[src/rtl/transfer_pkg.sv]
// Shared types and encodings for the transfer sequencer and its packet collector.
package transfer_pkg;

   // Payload length is fixed by the packet format: src key, dst key, amount.
   localparam int PKT_BYTES = 12;

   typedef enum logic [2:0] {
      ST_COLLECT,
      ST_RD_SRC,
      ST_RD_DST,
      ST_WR_SRC,
      ST_WR_DST,
      ST_DONE
   } state_t;

   localparam logic [1:0] KV_OP_NONE  = 2'd0;
   localparam logic [1:0] KV_OP_READ  = 2'd1;
   localparam logic [1:0] KV_OP_WRITE = 2'd2;

   localparam logic KIND_DEBIT  = 1'b0;
   localparam logic KIND_CREDIT = 1'b1;

   localparam logic [1:0] STATUS_OK           = 2'd0;
   localparam logic [1:0] STATUS_INSUFFICIENT = 2'd1;
   localparam logic [1:0] STATUS_MISS         = 2'd2;
   localparam logic [1:0] STATUS_OVERFLOW     = 2'd3;

   // True when a + b does not fit in 32 bits (carry out of a 33-bit sum).
   function automatic logic add_carries(input logic [31:0] a, input logic [31:0] b);
      logic [32:0] sum;
      sum = {1'b0, a} + {1'b0, b};
      return sum[32];
   endfunction

endpackage

[src/rtl/transfer_pkt_collect.sv]
// Byte collector: drops the header bytes, shifts the 12 payload bytes in
// big-endian order and strobes o_pkt_valid on the last payload byte.
module transfer_pkt_collect
   import transfer_pkg::*;
#(
   parameter int HDR_BYTES = 3
) (
   input  logic        clk,
   input  logic        rst_n,
   input  logic [7:0]  i_byte,
   input  logic        i_byte_valid,
   input  logic        i_accept,
   output logic        o_pkt_valid,
   output logic [31:0] o_src_key,
   output logic [31:0] o_dst_key,
   output logic [31:0] o_amount
);

   localparam int               CNT_W  = $clog2(HDR_BYTES + PKT_BYTES);
   localparam logic [CNT_W-1:0] C_HDR  = CNT_W'(HDR_BYTES);
   localparam logic [CNT_W-1:0] C_LAST = CNT_W'(HDR_BYTES + PKT_BYTES - 1);

   logic [CNT_W-1:0]       r_cnt;
   logic [PKT_BYTES*8-1:0] r_pkt;
   logic                   w_xfer;

   assign w_xfer = i_byte_valid && i_accept;

   // Strobe coincides with the edge that shifts in the last byte, so the
   // packet register is complete from the following cycle on.
   assign o_pkt_valid = w_xfer && (r_cnt == C_LAST);

   assign o_src_key = r_pkt[95:64];
   assign o_dst_key = r_pkt[63:32];
   assign o_amount  = r_pkt[31:0];

   // Byte position counter across header and payload; wraps after the last byte.
   always_ff @(posedge clk) begin
      if (!rst_n) begin
         r_cnt <= '0;
      end else if (w_xfer) begin
         r_cnt <= (r_cnt == C_LAST) ? '0 : r_cnt + 1'b1;
      end
   end

   // Payload shift register; exactly 12 shifts per packet leave byte 0 at the top.
   always_ff @(posedge clk) begin
      if (w_xfer && (r_cnt >= C_HDR)) begin
         r_pkt <= {r_pkt[PKT_BYTES*8-9:0], i_byte};
      end
   end

endmodule

[src/rtl/transfer_sequencer.sv]
// Transfer sequencer: collects a packet, then drives the KV store through
// read-source, read-destination, write-debit, write-credit and reports status.
module transfer_sequencer
   import transfer_pkg::*;
#(
   parameter int HDR_BYTES = 3
) (
   input  logic        clk,
   input  logic        rst_n,
   input  logic [7:0]  byte_in,
   input  logic        byte_valid,
   output logic        byte_ready,
   output logic        kv_req,
   output logic [1:0]  kv_op,
   output logic        kv_kind,
   output logic [31:0] kv_key,
   output logic [31:0] kv_value,
   input  logic        kv_ack,
   input  logic [31:0] kv_rdata,
   input  logic        kv_miss,
   output logic        busy,
   output logic        done,
   output logic [1:0]  status
);

   state_t      r_state;
   logic        r_done;
   logic [1:0]  r_status;
   logic [31:0] r_src_bal;
   logic [31:0] r_dst_bal;

   logic        w_collect;
   logic        w_pkt_valid;
   logic [31:0] w_src_key;
   logic [31:0] w_dst_key;
   logic [31:0] w_amount;

   logic        w_kv_req;
   logic [1:0]  w_kv_op;
   logic        w_kv_kind;
   logic [31:0] w_kv_key;
   logic [31:0] w_kv_value;

   assign w_collect  = (r_state == ST_COLLECT);
   assign byte_ready = w_collect;
   assign busy       = !w_collect;
   assign done       = r_done;
   assign status     = r_status;

   assign kv_req   = w_kv_req;
   assign kv_op    = w_kv_op;
   assign kv_kind  = w_kv_kind;
   assign kv_key   = w_kv_key;
   assign kv_value = w_kv_value;

   transfer_pkt_collect #(
      .HDR_BYTES (HDR_BYTES)
   ) u_collect (
      .clk          (clk),
      .rst_n        (rst_n),
      .i_byte       (byte_in),
      .i_byte_valid (byte_valid),
      .i_accept     (w_collect),
      .o_pkt_valid  (w_pkt_valid),
      .o_src_key    (w_src_key),
      .o_dst_key    (w_dst_key),
      .o_amount     (w_amount)
   );

   // Sequencer: state, done pulse and status all change on the edge entering DONE.
   always_ff @(posedge clk) begin
      if (!rst_n) begin
         r_state  <= ST_COLLECT;
         r_done   <= 1'b0;
         r_status <= STATUS_OK;
      end else begin
         r_done <= 1'b0;
         case (r_state)
            ST_COLLECT: begin
               if (w_pkt_valid) r_state <= ST_RD_SRC;
            end
            ST_RD_SRC: begin
               if (kv_ack) begin
                  if (kv_miss) begin
                     r_state  <= ST_DONE;
                     r_done   <= 1'b1;
                     r_status <= STATUS_MISS;
                  end else if (kv_rdata < w_amount) begin
                     r_state  <= ST_DONE;
                     r_done   <= 1'b1;
                     r_status <= STATUS_INSUFFICIENT;
                  end else if (w_src_key == w_dst_key) begin
                     // Self-transfer leaves the balance unchanged; skip the writes.
                     r_state  <= ST_DONE;
                     r_done   <= 1'b1;
                     r_status <= STATUS_OK;
                  end else begin
                     r_state <= ST_RD_DST;
                  end
               end
            end
            ST_RD_DST: begin
               if (kv_ack) begin
                  if (kv_miss) begin
                     r_state  <= ST_DONE;
                     r_done   <= 1'b1;
                     r_status <= STATUS_MISS;
                  end else if (add_carries(kv_rdata, w_amount)) begin
                     r_state  <= ST_DONE;
                     r_done   <= 1'b1;
                     r_status <= STATUS_OVERFLOW;
                  end else begin
                     r_state <= ST_WR_SRC;
                  end
               end
            end
            ST_WR_SRC: begin
               if (kv_ack) r_state <= ST_WR_DST;
            end
            ST_WR_DST: begin
               if (kv_ack) begin
                  r_state  <= ST_DONE;
                  r_done   <= 1'b1;
                  r_status <= STATUS_OK;
               end
            end
            ST_DONE: begin
               r_state <= ST_COLLECT;
            end
            default: begin
               r_state <= ST_COLLECT;
            end
         endcase
      end
   end

   // Balance capture on read acknowledge; only consumed after the checks pass.
   always_ff @(posedge clk) begin
      if (kv_ack && (r_state == ST_RD_SRC)) r_src_bal <= kv_rdata;
      if (kv_ack && (r_state == ST_RD_DST)) r_dst_bal <= kv_rdata;
   end

   // Store port decode: Moore outputs from state and registered packet/balances.
   always_comb begin
      w_kv_req   = 1'b0;
      w_kv_op    = KV_OP_NONE;
      w_kv_kind  = KIND_DEBIT;
      w_kv_key   = '0;
      w_kv_value = '0;
      case (r_state)
         ST_RD_SRC: begin
            w_kv_req  = 1'b1;
            w_kv_op   = KV_OP_READ;
            w_kv_kind = KIND_DEBIT;
            w_kv_key  = w_src_key;
         end
         ST_RD_DST: begin
            w_kv_req  = 1'b1;
            w_kv_op   = KV_OP_READ;
            w_kv_kind = KIND_CREDIT;
            w_kv_key  = w_dst_key;
         end
         ST_WR_SRC: begin
            w_kv_req   = 1'b1;
            w_kv_op    = KV_OP_WRITE;
            w_kv_kind  = KIND_DEBIT;
            w_kv_key   = w_src_key;
            w_kv_value = r_src_bal - w_amount;
         end
         ST_WR_DST: begin
            w_kv_req   = 1'b1;
            w_kv_op    = KV_OP_WRITE;
            w_kv_kind  = KIND_CREDIT;
            w_kv_key   = w_dst_key;
            w_kv_value = r_dst_bal + w_amount;
         end
         default: begin
         end
      endcase
   end

endmodule
[config.mk]
export PLATFORM = sky130hd
export DESIGN_NAME = transfer_sequencer
export DESIGN_NICKNAME = d
export VERILOG_FILES = /design/src/rtl/transfer_pkg.sv /design/src/rtl/transfer_pkt_collect.sv /design/src/rtl/transfer_sequencer.sv
export SDC_FILE = /design/constraint.sdc
export NUM_CORES = 1
export LEC_CHECK = 0
export CORE_MARGIN = 10
export CORE_UTILIZATION = 25
export DETAILED_ROUTE_END_ITERATION = 6
export SYNTH_ARGS = -nofsm -noshare
export SYNTH_HDL_FRONTEND = slang
export SYNTH_HIERARCHICAL = 1
export SYNTH_SLANG_ARGS = --single-unit
[constraint.sdc]
create_clock -name clk -period 13.3 [get_ports clk]
set_input_delay 2.66 -clock clk [delete_from_list [all_inputs] [get_ports clk]]
set_output_delay 2.66 -clock clk [all_outputs]
set_load 0.01 [all_outputs]
==> qor.yml <==
relSlewSlack: 0.230
status: "complete, no violations"
async_flop_share: 0
worstMarginPinSlew_ns: 1.15
finalHoldViolations: 0
final_util: 0.308
grt_util_all_layers: 0.123
area_delta_synth_final_pct: 22.4
vias_per_cell: 4.95
final_cell_mix: "edfxtp_1 (160), ha_1 (124), clkdlybuf4s50_1 (117)"
portBuffers: 117
seqPwrFrac: 0.510
grt_start_max_net_pins: 68
cts.repair.resized: 0
core_area_um2: 44000
antenna_left: 0
clk_pin_slew_ns: 0.08
grt_pass1_wl_mm: 50.1
diodes: 0
power_uw: 1160
endpoint_kind: "output pin"
cts_root_buffer: "clkbuf_16"
final_common_cell: "edfxtp_1"
arrival_ns: 4.39
synth.yosys.warnings: 6
ys_ff_latch: 170
fmax_ghz: 0.142
clk_latency_ns: 0.45
cts.sink_count: 170
swShare: 0.249
min_from: "u_collect/r_pkt[72]"
vias: 8649
dpl-instance-area_um2: 13000
die_y_um: 230
comb_power_share: 0.058
r2r-start: "u_collect/r_pkt[21]"
reg2reg_slack_ns: 9.84
syn_avg_cell_area_um2: 10.8
clockBufferDepth: 2
cts_tree: "done"
min_period_over_period: 0.530
n_fill_cell: 4527
rr_worst_depth: 10
synth_area_leaders: "edfxtp_1 (43%), ha_1 (14%), xnor2_1 (4.7%)"
cap_violations: 0
vdd_drop_max_v: 0.0000651
fin_area_um2: 13600
syn_inst: 1021
r2r-end: "status[0]"
clockPowerShare: 0.432
dpl.hpwl_mm: 25.9
grt_pass1_vias: 8384
power.density_nw_per_um2: 85.2
rsz0062_at_grt: "no"
die_w_um: 230
ioPinCount: 118
yosysUniqueCellTypes: 70
crit_path_start_kind: "register"
min_path_cells: 0
synth-edff-count: 160
setup_tns_ns: 0
wl_mm: 33.6
dieArea_um2: 53100
drtIter0Drc: 690
hold_buffers: 0
synth_nets: 1192
ys.flop_type: "edfxtp_1"
path_class: "reg -> out"
pre_cts_ws_ns: 6.68
p_switching_uw: 288
holdPathEnd: "u_collect/r_pkt[80]"
synth_top_area_frac: 0.434
finalSetupViolations: 0
wl_per_cell_um: 19.2
cp_max_fo: 5
start_util: 0.251
drive_above_1_share: 0.0485
drc: 0
synth_seq_area_share: 0.452
fin_worst_skew_ns: 0.00901
antenna_found_initial: 1
hp-class: "reg -> reg"
gr-total-overflow: 0
worstPathRequired_ns: 10.64
place.gp.congestion: 0.890
yosys.area.top_type: "edfxtp_1"
setup_ws_ns: 6.25
slew_viol_final: 0
post-cts-setup-buffers: 0
period_needed_ns: 7.05
cts_htree_levels: 4
dr.pass1.iters: 5
fin_nets: 1313
synth_area_um2: 11100
power_leakage_uw: 0.00498
p_int_uw: 867
rows: 77
cts_buffers: 17
-- power by group through the flow --
| stage | combinational, uW | clock [uW] | sequential, uW |
|---|---|---|---|
| after floorplan | 35.3 | 0 | 601 |
| after global placement | 65.5 | 0 | 601 |
| after detailed placement | 66.5 | 0 | 601 |
| after CTS | 67.0 | 512 | 589 |
| after global routing | 73.8 | 532 | 590 |
| final | 66.8 | 499 | 589 |
-- cells by family after synthesis --
logic type,count (synthesis),synth area share
xor gates and xnor gates,86,0.0680
buffers and inverters,82,0.0278
and+or+nand+nor,238,0.111
AOI/OAI and AO/OA,318,0.196
DFF,170,0.452
adders and majority gates,126,0.144
muxes,1,0.000904
-- critical path: stages, from the launching register on --
cell,delay [ns]
edfxtp_1,0.47
ha_1,0.27
fa_1,0.44
a211oi_1,0.35
o21a_1,0.22
a211o_1,0.14
nand2_1,0.16
or4b_1,0.55
and3_1,0.20
o21a_1,0.17
o31ai_1,0.36
clkdlybuf4s50_1,0.62
-- flip-flops by register name (all words and copies together) (netlist names) --
register and flops:
done 1, r_dst_bal 32, r_src_bal 32, r_state 3
status 2, u_collect/r_cnt 4, u_collect/r_pkt 96
-- worst max path at each step --
stage                       start                 end  cells after the start
2_1_floorplan          byte_valid  u_collect/r_pkt[0]                      2
3_3_place_gp   u_collect/r_pkt[0]        kv_value[30]                     11
3_5_place_dp   u_collect/r_pkt[0]        kv_value[30]                     11
4_1_cts        u_collect/r_pkt[0]        kv_value[30]                     11
5_1_grt        u_collect/r_pkt[0]        kv_value[30]                     11
6_report       u_collect/r_pkt[0]        kv_value[30]                     11
-- synth_stat cells (3+ instances only) --
cell,instances
clkbuf_1,23
a31oi_1,5
nand3b_1,3
a221oi_1,3
nand2b_1,16
nand4_1,18
dfxtp_1,10
or2_2,4
a21o_1,30
a22o_1,36
and3_1,11
o22ai_1,24
o31ai_1,9
and2_1,4
or3_1,3
nor4_1,6
o21ai_1,5
o21bai_1,13
o21ai_0,40
nand2_1,48
a21oi_1,77
o21a_1,10
nor2b_1,21
or4_1,5
ha_1,124
o211ai_1,10
xnor2_1,59
edfxtp_1,160
a211oi_1,17
nand3_1,19
nor2_1,48
nor3_1,21
a211o_1,3
inv_1,59
xor2_1,27
-- per-stage QoR --
step	cells	hold slack [ns]
detailed placement	1715	0.484
floorplan	1021	0.473
finish	1747	0.501
CTS	1747	0.496
global placement	1715	0.479
global route	1747	0.505
-- area by class of cell --
class	instances	area [um^2]	share of cell area
multi-input combinational	769	5780	0.427
clock buffer	18	429	0.0317
sequential	170	5000	0.369
tap	592	741	0.0547
inverter	59	221	0.0163
timing repair buffer	125	1230	0.0909
clock inverter	14	140	0.0103
-- layer usage --
| layer | GRT usage | up-vias | share of wire |
|---|---|---|---|
| met2 | 0.195 | 309 | 0.46 |
| met3 | 0.0314 | 34 | 0.073 |
| met5 | 0 | - | 0.00030 |
| li1 | - | 4139 | - |
| met1 | 0.160 | 4165 | 0.45 |
| met4 | 0.0399 | 2 | 0.022 |
Note: power is estimated with default switching activity, not from simulation.
